### src/rtl/decode_stage_pipe_pkg.sv
// Shared types and constants for the decode stage: instruction layout,
// supported opcodes and the R-type function codes.
package decode_stage_pipe_pkg;

  localparam int DEFAULT_WIDTH = 32;

  typedef struct packed {
    logic [5:0] op_code;
    logic [4:0] rs;
    logic [4:0] rt;
    logic [4:0] rd;
    logic [4:0] shamt;
    logic [5:0] func;
  } instr_t;

  localparam logic [5:0] OP_RTYPE = 6'h00;
  localparam logic [5:0] OP_LTYPE = 6'h23;
  localparam logic [5:0] OP_STYPE = 6'h2B;

  typedef enum logic [5:0] {
    FUNC_ADD = 6'h20,
    FUNC_SUB = 6'h22,
    FUNC_AND = 6'h24,
    FUNC_OR  = 6'h25,
    FUNC_SLT = 6'h2A
  } func_e;

  // The immediate overlays rd/shamt/func in the low half of the word.
  function automatic logic [15:0] imm_of(instr_t ins);
    return {ins.rd, ins.shamt, ins.func};
  endfunction

endpackage

### src/rtl/decode_stage_pipe_regfile.sv
// Two-read, one-write register file. Register 0 is hard-wired to zero and
// reads see a same-cycle write (write-through bypass).
module decode_stage_pipe_regfile #(
  parameter int NREGS = 32,
  parameter int WIDTH = 32,
  localparam int AW = $clog2(NREGS)
) (
  input  logic             clk,
  input  logic             rst,
  input  logic             we_i,
  input  logic [AW-1:0]    waddr_i,
  input  logic [WIDTH-1:0] wdata_i,
  input  logic [AW-1:0]    raddr1_i,
  input  logic [AW-1:0]    raddr2_i,
  output logic [WIDTH-1:0] rdata1_o,
  output logic [WIDTH-1:0] rdata2_o
);

  logic [WIDTH-1:0] mem_q [NREGS];
  logic             wr_act;

  assign wr_act = we_i && (waddr_i != '0);

  always_ff @(posedge clk) begin
    if (rst) begin
      for (int i = 0; i < NREGS; i++) mem_q[i] <= '0;
    end else if (wr_act) begin
      mem_q[waddr_i] <= wdata_i;
    end
  end

  always_comb begin
    rdata1_o = mem_q[raddr1_i];
    rdata2_o = mem_q[raddr2_i];
    if (wr_act && waddr_i == raddr1_i) rdata1_o = wdata_i;
    if (wr_act && waddr_i == raddr2_i) rdata2_o = wdata_i;
    if (raddr1_i == '0) rdata1_o = '0;
    if (raddr2_i == '0) rdata2_o = '0;
  end

endmodule

### src/rtl/decode_stage_pipe.sv
// Decode stage: register file read, instruction decode and the ID/EX
// pipeline register with load-use stall, bubble insertion and flush.
module decode_stage_pipe
  import decode_stage_pipe_pkg::*;
#(
  parameter int WIDTH = DEFAULT_WIDTH,
  parameter int NREGS = 32,
  localparam int AW = $clog2(NREGS)
) (
  input  logic             clk,
  input  logic             rst,
  input  logic             inValid,
  input  logic [31:0]      instr,
  output logic             inReady,
  input  logic             flush,
  input  logic             wbRegWrite,
  input  logic             wbMemToReg,
  input  logic [AW-1:0]    wbAddr,
  input  logic [WIDTH-1:0] wbAluResult,
  input  logic [WIDTH-1:0] wbReadMemData,
  input  logic             outReady,
  output logic             outValid,
  output logic [WIDTH-1:0] readRegData1,
  output logic [WIDTH-1:0] readRegData2,
  output logic [WIDTH-1:0] signExtend,
  output logic [AW-1:0]    destReg,
  output logic [5:0]       func,
  output logic             regWrite,
  output logic             memToReg,
  output logic             memWrite,
  output logic             aluSrc,
  output logic             illegal
);

  instr_t           ins;
  logic [AW-1:0]    rs_a, rt_a, rd_a;
  logic [WIDTH-1:0] wb_data, rd1_d, rd2_d, sext_d;
  logic [AW-1:0]    dest_d;
  logic             reg_write_d, mem_to_reg_d, mem_write_d, alu_src_d, illegal_d, uses_rt_d;
  logic             advance, hazard;

  logic             valid_q, reg_write_q, mem_to_reg_q, mem_write_q, alu_src_q, illegal_q;
  logic [WIDTH-1:0] rd1_q, rd2_q, sext_q;
  logic [AW-1:0]    dest_q;
  logic [5:0]       func_q;

  assign ins     = instr_t'(instr);
  assign rs_a    = ins.rs[AW-1:0];
  assign rt_a    = ins.rt[AW-1:0];
  assign rd_a    = ins.rd[AW-1:0];
  assign wb_data = wbMemToReg ? wbReadMemData : wbAluResult;
  assign sext_d  = WIDTH'(signed'(imm_of(ins)));

  decode_stage_pipe_regfile #(.NREGS(NREGS), .WIDTH(WIDTH)) u_regfile (
    .clk     (clk),
    .rst     (rst),
    .we_i    (wbRegWrite),
    .waddr_i (wbAddr),
    .wdata_i (wb_data),
    .raddr1_i(rs_a),
    .raddr2_i(rt_a),
    .rdata1_o(rd1_d),
    .rdata2_o(rd2_d)
  );

  always_comb begin
    reg_write_d  = 1'b0;
    mem_to_reg_d = 1'b0;
    mem_write_d  = 1'b0;
    alu_src_d    = 1'b0;
    illegal_d    = 1'b0;
    uses_rt_d    = 1'b0;
    dest_d       = '0;
    case (ins.op_code)
      OP_RTYPE: begin
        reg_write_d = 1'b1;
        uses_rt_d   = 1'b1;
        dest_d      = rd_a;
      end
      OP_LTYPE: begin
        reg_write_d  = 1'b1;
        mem_to_reg_d = 1'b1;
        alu_src_d    = 1'b1;
        dest_d       = rt_a;
      end
      OP_STYPE: begin
        mem_write_d = 1'b1;
        alu_src_d   = 1'b1;
        uses_rt_d   = 1'b1;
      end
      default: illegal_d = 1'b1;
    endcase
  end

  // Handshake: an instruction transfers on a rising edge where valid and
  // ready are both high; valid never depends on ready. ID/EX may move on
  // when it is empty or the execute stage takes its contents this edge.
  assign advance = outReady || !valid_q;
  assign hazard  = valid_q && mem_to_reg_q && (dest_q != '0) &&
                   ((dest_q == rs_a) || (uses_rt_d && dest_q == rt_a));
  assign inReady = advance && !hazard && !flush && !rst;

  always_ff @(posedge clk) begin
    if (rst) begin
      valid_q      <= 1'b0;
      rd1_q        <= '0;
      rd2_q        <= '0;
      sext_q       <= '0;
      dest_q       <= '0;
      func_q       <= '0;
      reg_write_q  <= 1'b0;
      mem_to_reg_q <= 1'b0;
      mem_write_q  <= 1'b0;
      alu_src_q    <= 1'b0;
      illegal_q    <= 1'b0;
    end else if (flush || (advance && hazard)) begin
      // Bubble: data fields are left as they were, only validity and controls drop.
      valid_q      <= 1'b0;
      reg_write_q  <= 1'b0;
      mem_to_reg_q <= 1'b0;
      mem_write_q  <= 1'b0;
      alu_src_q    <= 1'b0;
      illegal_q    <= 1'b0;
    end else if (advance) begin
      valid_q      <= inValid;
      rd1_q        <= rd1_d;
      rd2_q        <= rd2_d;
      sext_q       <= sext_d;
      dest_q       <= dest_d;
      func_q       <= ins.func;
      reg_write_q  <= reg_write_d && inValid;
      mem_to_reg_q <= mem_to_reg_d && inValid;
      mem_write_q  <= mem_write_d && inValid;
      alu_src_q    <= alu_src_d && inValid;
      illegal_q    <= illegal_d && inValid;
    end
  end

  assign outValid     = valid_q;
  assign readRegData1 = rd1_q;
  assign readRegData2 = rd2_q;
  assign signExtend   = sext_q;
  assign destReg      = dest_q;
  assign func         = func_q;
  assign regWrite     = reg_write_q;
  assign memToReg     = mem_to_reg_q;
  assign memWrite     = mem_write_q;
  assign aluSrc       = alu_src_q;
  assign illegal      = illegal_q;

endmodule

### config.mk
export PLATFORM = sky130hd
export DESIGN_NAME = decode_stage_pipe
export DESIGN_NICKNAME = d
export VERILOG_FILES = /design/src/rtl/decode_stage_pipe_pkg.sv /design/src/rtl/decode_stage_pipe_regfile.sv /design/src/rtl/decode_stage_pipe.sv
export SDC_FILE = /design/constraint.sdc
export NUM_CORES = 2
export LEC_CHECK = 0
export CORE_UTILIZATION = 40
export CTS_CLUSTER_DIAMETER = 100
export DETAILED_ROUTE_END_ITERATION = 16
export PLACE_DENSITY = 0.54
export SYNTH_ARGS = -nofsm -noshare
export SYNTH_HDL_FRONTEND = slang
export SYNTH_SLANG_ARGS = --single-unit
### constraint.sdc
create_clock -name clk -period 3.95 [get_ports clk]
set_clock_uncertainty 0.1 [all_clocks]
set_input_delay 0.79 -clock clk [delete_from_list [all_inputs] [get_ports clk]]
set_output_delay 0.79 -clock clk [all_outputs]
set_load 0.03 [all_outputs]
After elaboration in Yosys (flattened, before gate mapping)
Memory sizes are Yosys's and may differ from the RTL's. Index checks and enable logic that the tools add are counted.

Register bits: 97. Memory bits (writable): 1024. Input port bits: 108. Output and inout bits: 114. Word-level logic and storage cells: 74. Memories: 1.

Equality and inequality tests: 6. Multiplexer cells: 20. Bitwise logic cells: 1. Reduce and logical (&&, ||, !) cells: 35.

Memory list: u_regfile.mem_q (depth 32, width 32, read ports 2, clocked after memory_dff 0, write ports 32, RTL line decode_stage_pipe_regfile.sv:19) `logic [WIDTH-1:0] mem_q [NREGS];`.

Operators with widths (count): $mux W32 (6); $reduce_or A32 Y1 (1); $eq A5 B5 Y1 (4); $logic_and A1 B1 Y1 (16); $eq A6 B6 Y1 const B (2); $mux W1 (12); $logic_not A5 Y1 (2); $pmux W5 S2 (1); $reduce_bool A5 Y1 (2); $reduce_or A2 Y1 (4); $logic_not A6 Y1 (1); $mux W5 (1); $logic_not A1 Y1 (4); $logic_or A1 B1 Y1 (3); $reduce_or A3 Y1 (1); $reduce_and A2 Y1 (1); $not A1 Y1 (1).

Longest topological paths before layout
Depth after elaboration: 10. Gate-level depth with buffers: 10. Gate-level depth less buffers: 6.

Hierarchy
Synthesis repeated with hierarchy kept, for this count alone.

Cells, all modules: 4412. Area, all modules: 59977.5 µm².

By module, submodules not included: decode_stage_pipe_regfile (instances 1, cells each 3918, area each 55723.4 µm², sequential area each 30749.5 µm²); decode_stage_pipe (instances 1, cells each 494, area each 4254.1 µm², sequential area each 1821.7 µm²).

Worst setup path after synthesis
OpenSTA, ideal clock, no wires.

Path kind: input to output. Start point: input port instr[20]. End point: output port inReady. Arrival time: 2.404 ns. Required time: 3.060 ns. Path slack: 0.656 ns. Stages: 8. Path buffers: 3. Cells stage by stage: clkbuf_1 -> xor2_1 -> nor3_1 -> nand4_1 -> a21oi_2 -> buf_6 -> clkbuf_1 -> nor3_1.

Word-level cells in the longest chain between the ends: 8.

RTL lines: from (decl) (RTL line decode_stage_pipe.sv:13) `input logic [31:0] instr,`; $eq A5 B5 Y1 (RTL line decode_stage_pipe.sv:100) `((dest_q == rs_a) || (uses_rt_d && dest_q == rt_a));`; $logic_and A1 B1 Y1 (RTL line decode_stage_pipe.sv:100); $logic_or A1 B1 Y1 (RTL line decode_stage_pipe.sv:100); $logic_and A1 B1 Y1 (RTL line decode_stage_pipe.sv:99) `assign hazard = valid_q && mem_to_reg_q && (dest_q != '0) &&`; $logic_not A1 Y1 (RTL line decode_stage_pipe.sv:101) `assign inReady = advance && !hazard && !flush && !rst;`; $logic_and A1 B1 Y1 (3 in series) (RTL line decode_stage_pipe.sv:101); to (decl) (RTL line decode_stage_pipe.sv:14) `output logic inReady,`.

No other way between the ends.

Worst setup path in the final report
Start point: input port instr[27]. End point: output port inReady.

Word-level cells in the longest chain between the ends: 10. Elaborated cells between the ends (all ways): 11. Those cells by class: eq/ne: 1; mux: 1; reduce/logical: 9.

RTL lines: $eq A6 B6 Y1 or $logic_not A6 Y1 (tied branches) (RTL line decode_stage_pipe.sv:74) `case (ins.op_code)`; $reduce_or A2 Y1 (no line) *; $mux W1 * (RTL line decode_stage_pipe.sv:74); $logic_and A1 B1 Y1 * (RTL line decode_stage_pipe.sv:100); $logic_or A1 B1 Y1 * (RTL line decode_stage_pipe.sv:100); $logic_and A1 B1 Y1 * (RTL line decode_stage_pipe.sv:99); $logic_not A1 Y1 * (RTL line decode_stage_pipe.sv:101); $logic_and A1 B1 Y1 * (3 in series) (RTL line decode_stage_pipe.sv:101).

Mark *: on every way between the ends. The rest lies on a longest branch, timed or not.

==> results.yml <==
synth:
  syn_inst: 4067
  synth_ff_type: "edfxtp_1"
  synth_warnings: 0
  async_flop_share: 0
  ys_types: 61
  synth_compound_area_frac: 0.0573
  synth_simple_gate_area_frac: 0.0912
  synth-edff-count: 1024
  synthXorXnorAreaFrac: 0.00309
  synth-seq-cells: 1115
  synth_seq_area_share: 0.575
  synth_top_family_by_area: "multiplexers"
  syn-cell-area_sq_um: 56600
  postSynthAreaPerCell_sq_um: 13.9
  muxShareOfSynthArea: 0.237
  synth_adder_area_share: 0
floorplan:
  core_area_sq_um: 140000
  row_count: 137
  start_util: 0.404
  die_area_sq_um: 143000
  dieWidth_um: 378
  pin_count: 222
  die_h_um: 378
sta:
  tns_ns: 0
  fmax_mhz: 267
  slew_violations: 0
  tightest_slew_ns: 0.922
  holdWs_ns: 0.245
  hold_violations: 0
  rsz0062_at_grt: "false"
  fin_crit_ns: 3.75
  setup-violations-final: 0
  fin_crit_sh: 0.948
  relSlewSlack: 0.372
  finalWorstSetupSlack_ns: 0.204
final_layout:
  final_area_sq_um: 67000
  syn2layout_area_growth_pct: 18.3
  drive_gt1_frac: 0.253
  mostFrequentLayoutCells: "1,029 x nor2_1, 1,024 x edfxtp_1, 446 x mux4_2, 254 x mux2i_1, 210 x clkdlybuf4s50_1"
  mostFrequentLayoutCell: "nor2_1"
  fin_nets: 4370
  final_cells: 6245
route:
  num_vias: 39500
  vias_per_cell: 6.32
  wl_um: 210000
  drt_iter0_drc: 4913
  drc: 0
  drt-pass1-iter-count: 5
  ant_nets: 0
  routedWlPerCell_um: 33.7
clock_network:
  cts_tree: "yes"
  post-cts-setup-buffers: 0
  clk_latency_ns: 0.78
  h-tree-depth: 4
  clk_pin_slew_ns: 0.05
  clock_sinks: 1115
  cts_made_buffers: 134
  clk_path_buf_depth: 3
  postCtsHoldBufs: 0
  cts_root_buffer: "clkbuf_16"
power_and_ir_drop:
  power_density_nw_per_um2: 453
  total_leakage_power_nw: 22.8
  irDropWorstVdd_uv: 392
place:
  detailed_place_hpwl_um: 129000
  place_area_sq_um: 62700
  place_ws_ns: -0.0431
  port_buffers: 221
  gp_congestion: 0.860
  place_inst: 6002
worst_setup_path:
  critPathRequiredTime_ns: 3.06
  cp_max_fo: 2
  path_class: "primary input to output port"
  worst_ep_arrival_time_ns: 2.86
  start_kind: "primary input"
  endpoint_kind: "output port"
global_routing:
  grt_max_degree: 77
  grt_pass1_wl_um: 293000
  gr-usage-all-layers: 0.294
  antenna_found_initial: 6
  grt_pass1_vias: 38500
  overflow: 0
hold_path:
  hp-class: "primary input to flop"
job:
  maxCapViolCount: 0
run_status:
  status: "finished, final reports clean"
==> registers in the layout (all words and copies together), names as in the netlist <==
name and count:
illegal 1, outValid 1, regWrite 1, u_regfile.mem_q 1024, signExtend 16, memToReg 1, readRegData2 32, memWrite 1
destReg 5, readRegData1 32, aluSrc 1
==> synth_stat cells, types with 34 or more instances <==
library cell / number / area [sq um]
a21oi_1: 35 / 175
buf_2: 75 / 375
buf_4: 38 / 285
clkbuf_1: 310 / 1160
dfxtp_1: 91 / 1820
edfxtp_1: 1024 / 30700
mux2_2: 45 / 507
mux2i_1: 286 / 2860
mux4_2: 446 / 10000
nand2_1: 65 / 244
nand2b_1: 36 / 225
nor2_1: 1031 / 3870
nor2b_1: 63 / 394
o21ai_0: 70 / 350
o221ai_1: 63 / 552
o221ai_2: 34 / 510
o22ai_1: 87 / 544
==> power breakdown <==
group          switching [mW]  leakage [nW]  internal, mW
Clock                    5.05          2.09          7.16
Sequential              0.399          10.5          13.6
Combinational            2.43          10.2          1.75
Total                    7.88          22.8          22.5
==> area by class of cell <==
type / instances / area (sq um)
antenna: 2 / 5.00
timing repair buffer: 486 / 5020
inverter: 9 / 33.8
tap: 1876 / 2350
fill: 12200 / 73100
clock buffer: 188 / 3750
multi-input combinational: 2516 / 22700
sequential: 1115 / 32600
clock inverter: 53 / 518
==> worst max-delay path: stages <==
cell and delay [ns]:
clkdlybuf4s50_1 0.44, or4_4 0.56, a211oi_2 0.24, nand4_1 0.20, a21oi_4 0.17, nor3_1 0.09
dlygate4sd2_1 0.37
==> per-layer routing <==
layer	part of all wire	GRT usage	up-vias
met5	0.00013	0	-
met4	0.036	0.105	4
met3	0.11	0.0634	368
met2	0.45	0.446	2485
met1	0.40	0.415	20700
li1	-	-	16000
==> repair_timing <==
action	4_1_cts	5_1_grt
endpoints found under the hold margin	0	0
gates resized for setup	1	0
endpoints found under the setup margin	1	0
==> per-stage QoR <==
stage | util | power [mW]
3_3_place_gp | 0.448 | 18.3
3_5_place_dp | 0.448 | 18.3
2_1_floorplan | - | 16.5
5_1_grt | 0.478 | 31.1
4_1_cts | 0.478 | 30.4
6_report | 0.478 | 30.3
==> path summary, 6_finish.rpt <==
| check | slack (ns) | depth (start not counted) | from | end |
|---|---|---|---|---|
| hold / removal | 0.25 | 2 | rst | signExtend[1] |
| hold reg to reg | 0.36 | 2 | regWrite | regWrite |
| setup reg to reg | 1.24 | 8 | destReg[4] | readRegData2[5] |
| setup / recovery | 0.20 | 7 | instr[27] | inReady |
==> cell families after synthesis <==
group	count (synthesis)
xor+xnor	20
flops	1115
other cells	1
simple gates	1263
compound gates	424
buf+inv	467
mux	777
Note: power is estimated with default switching activity, not from simulation.
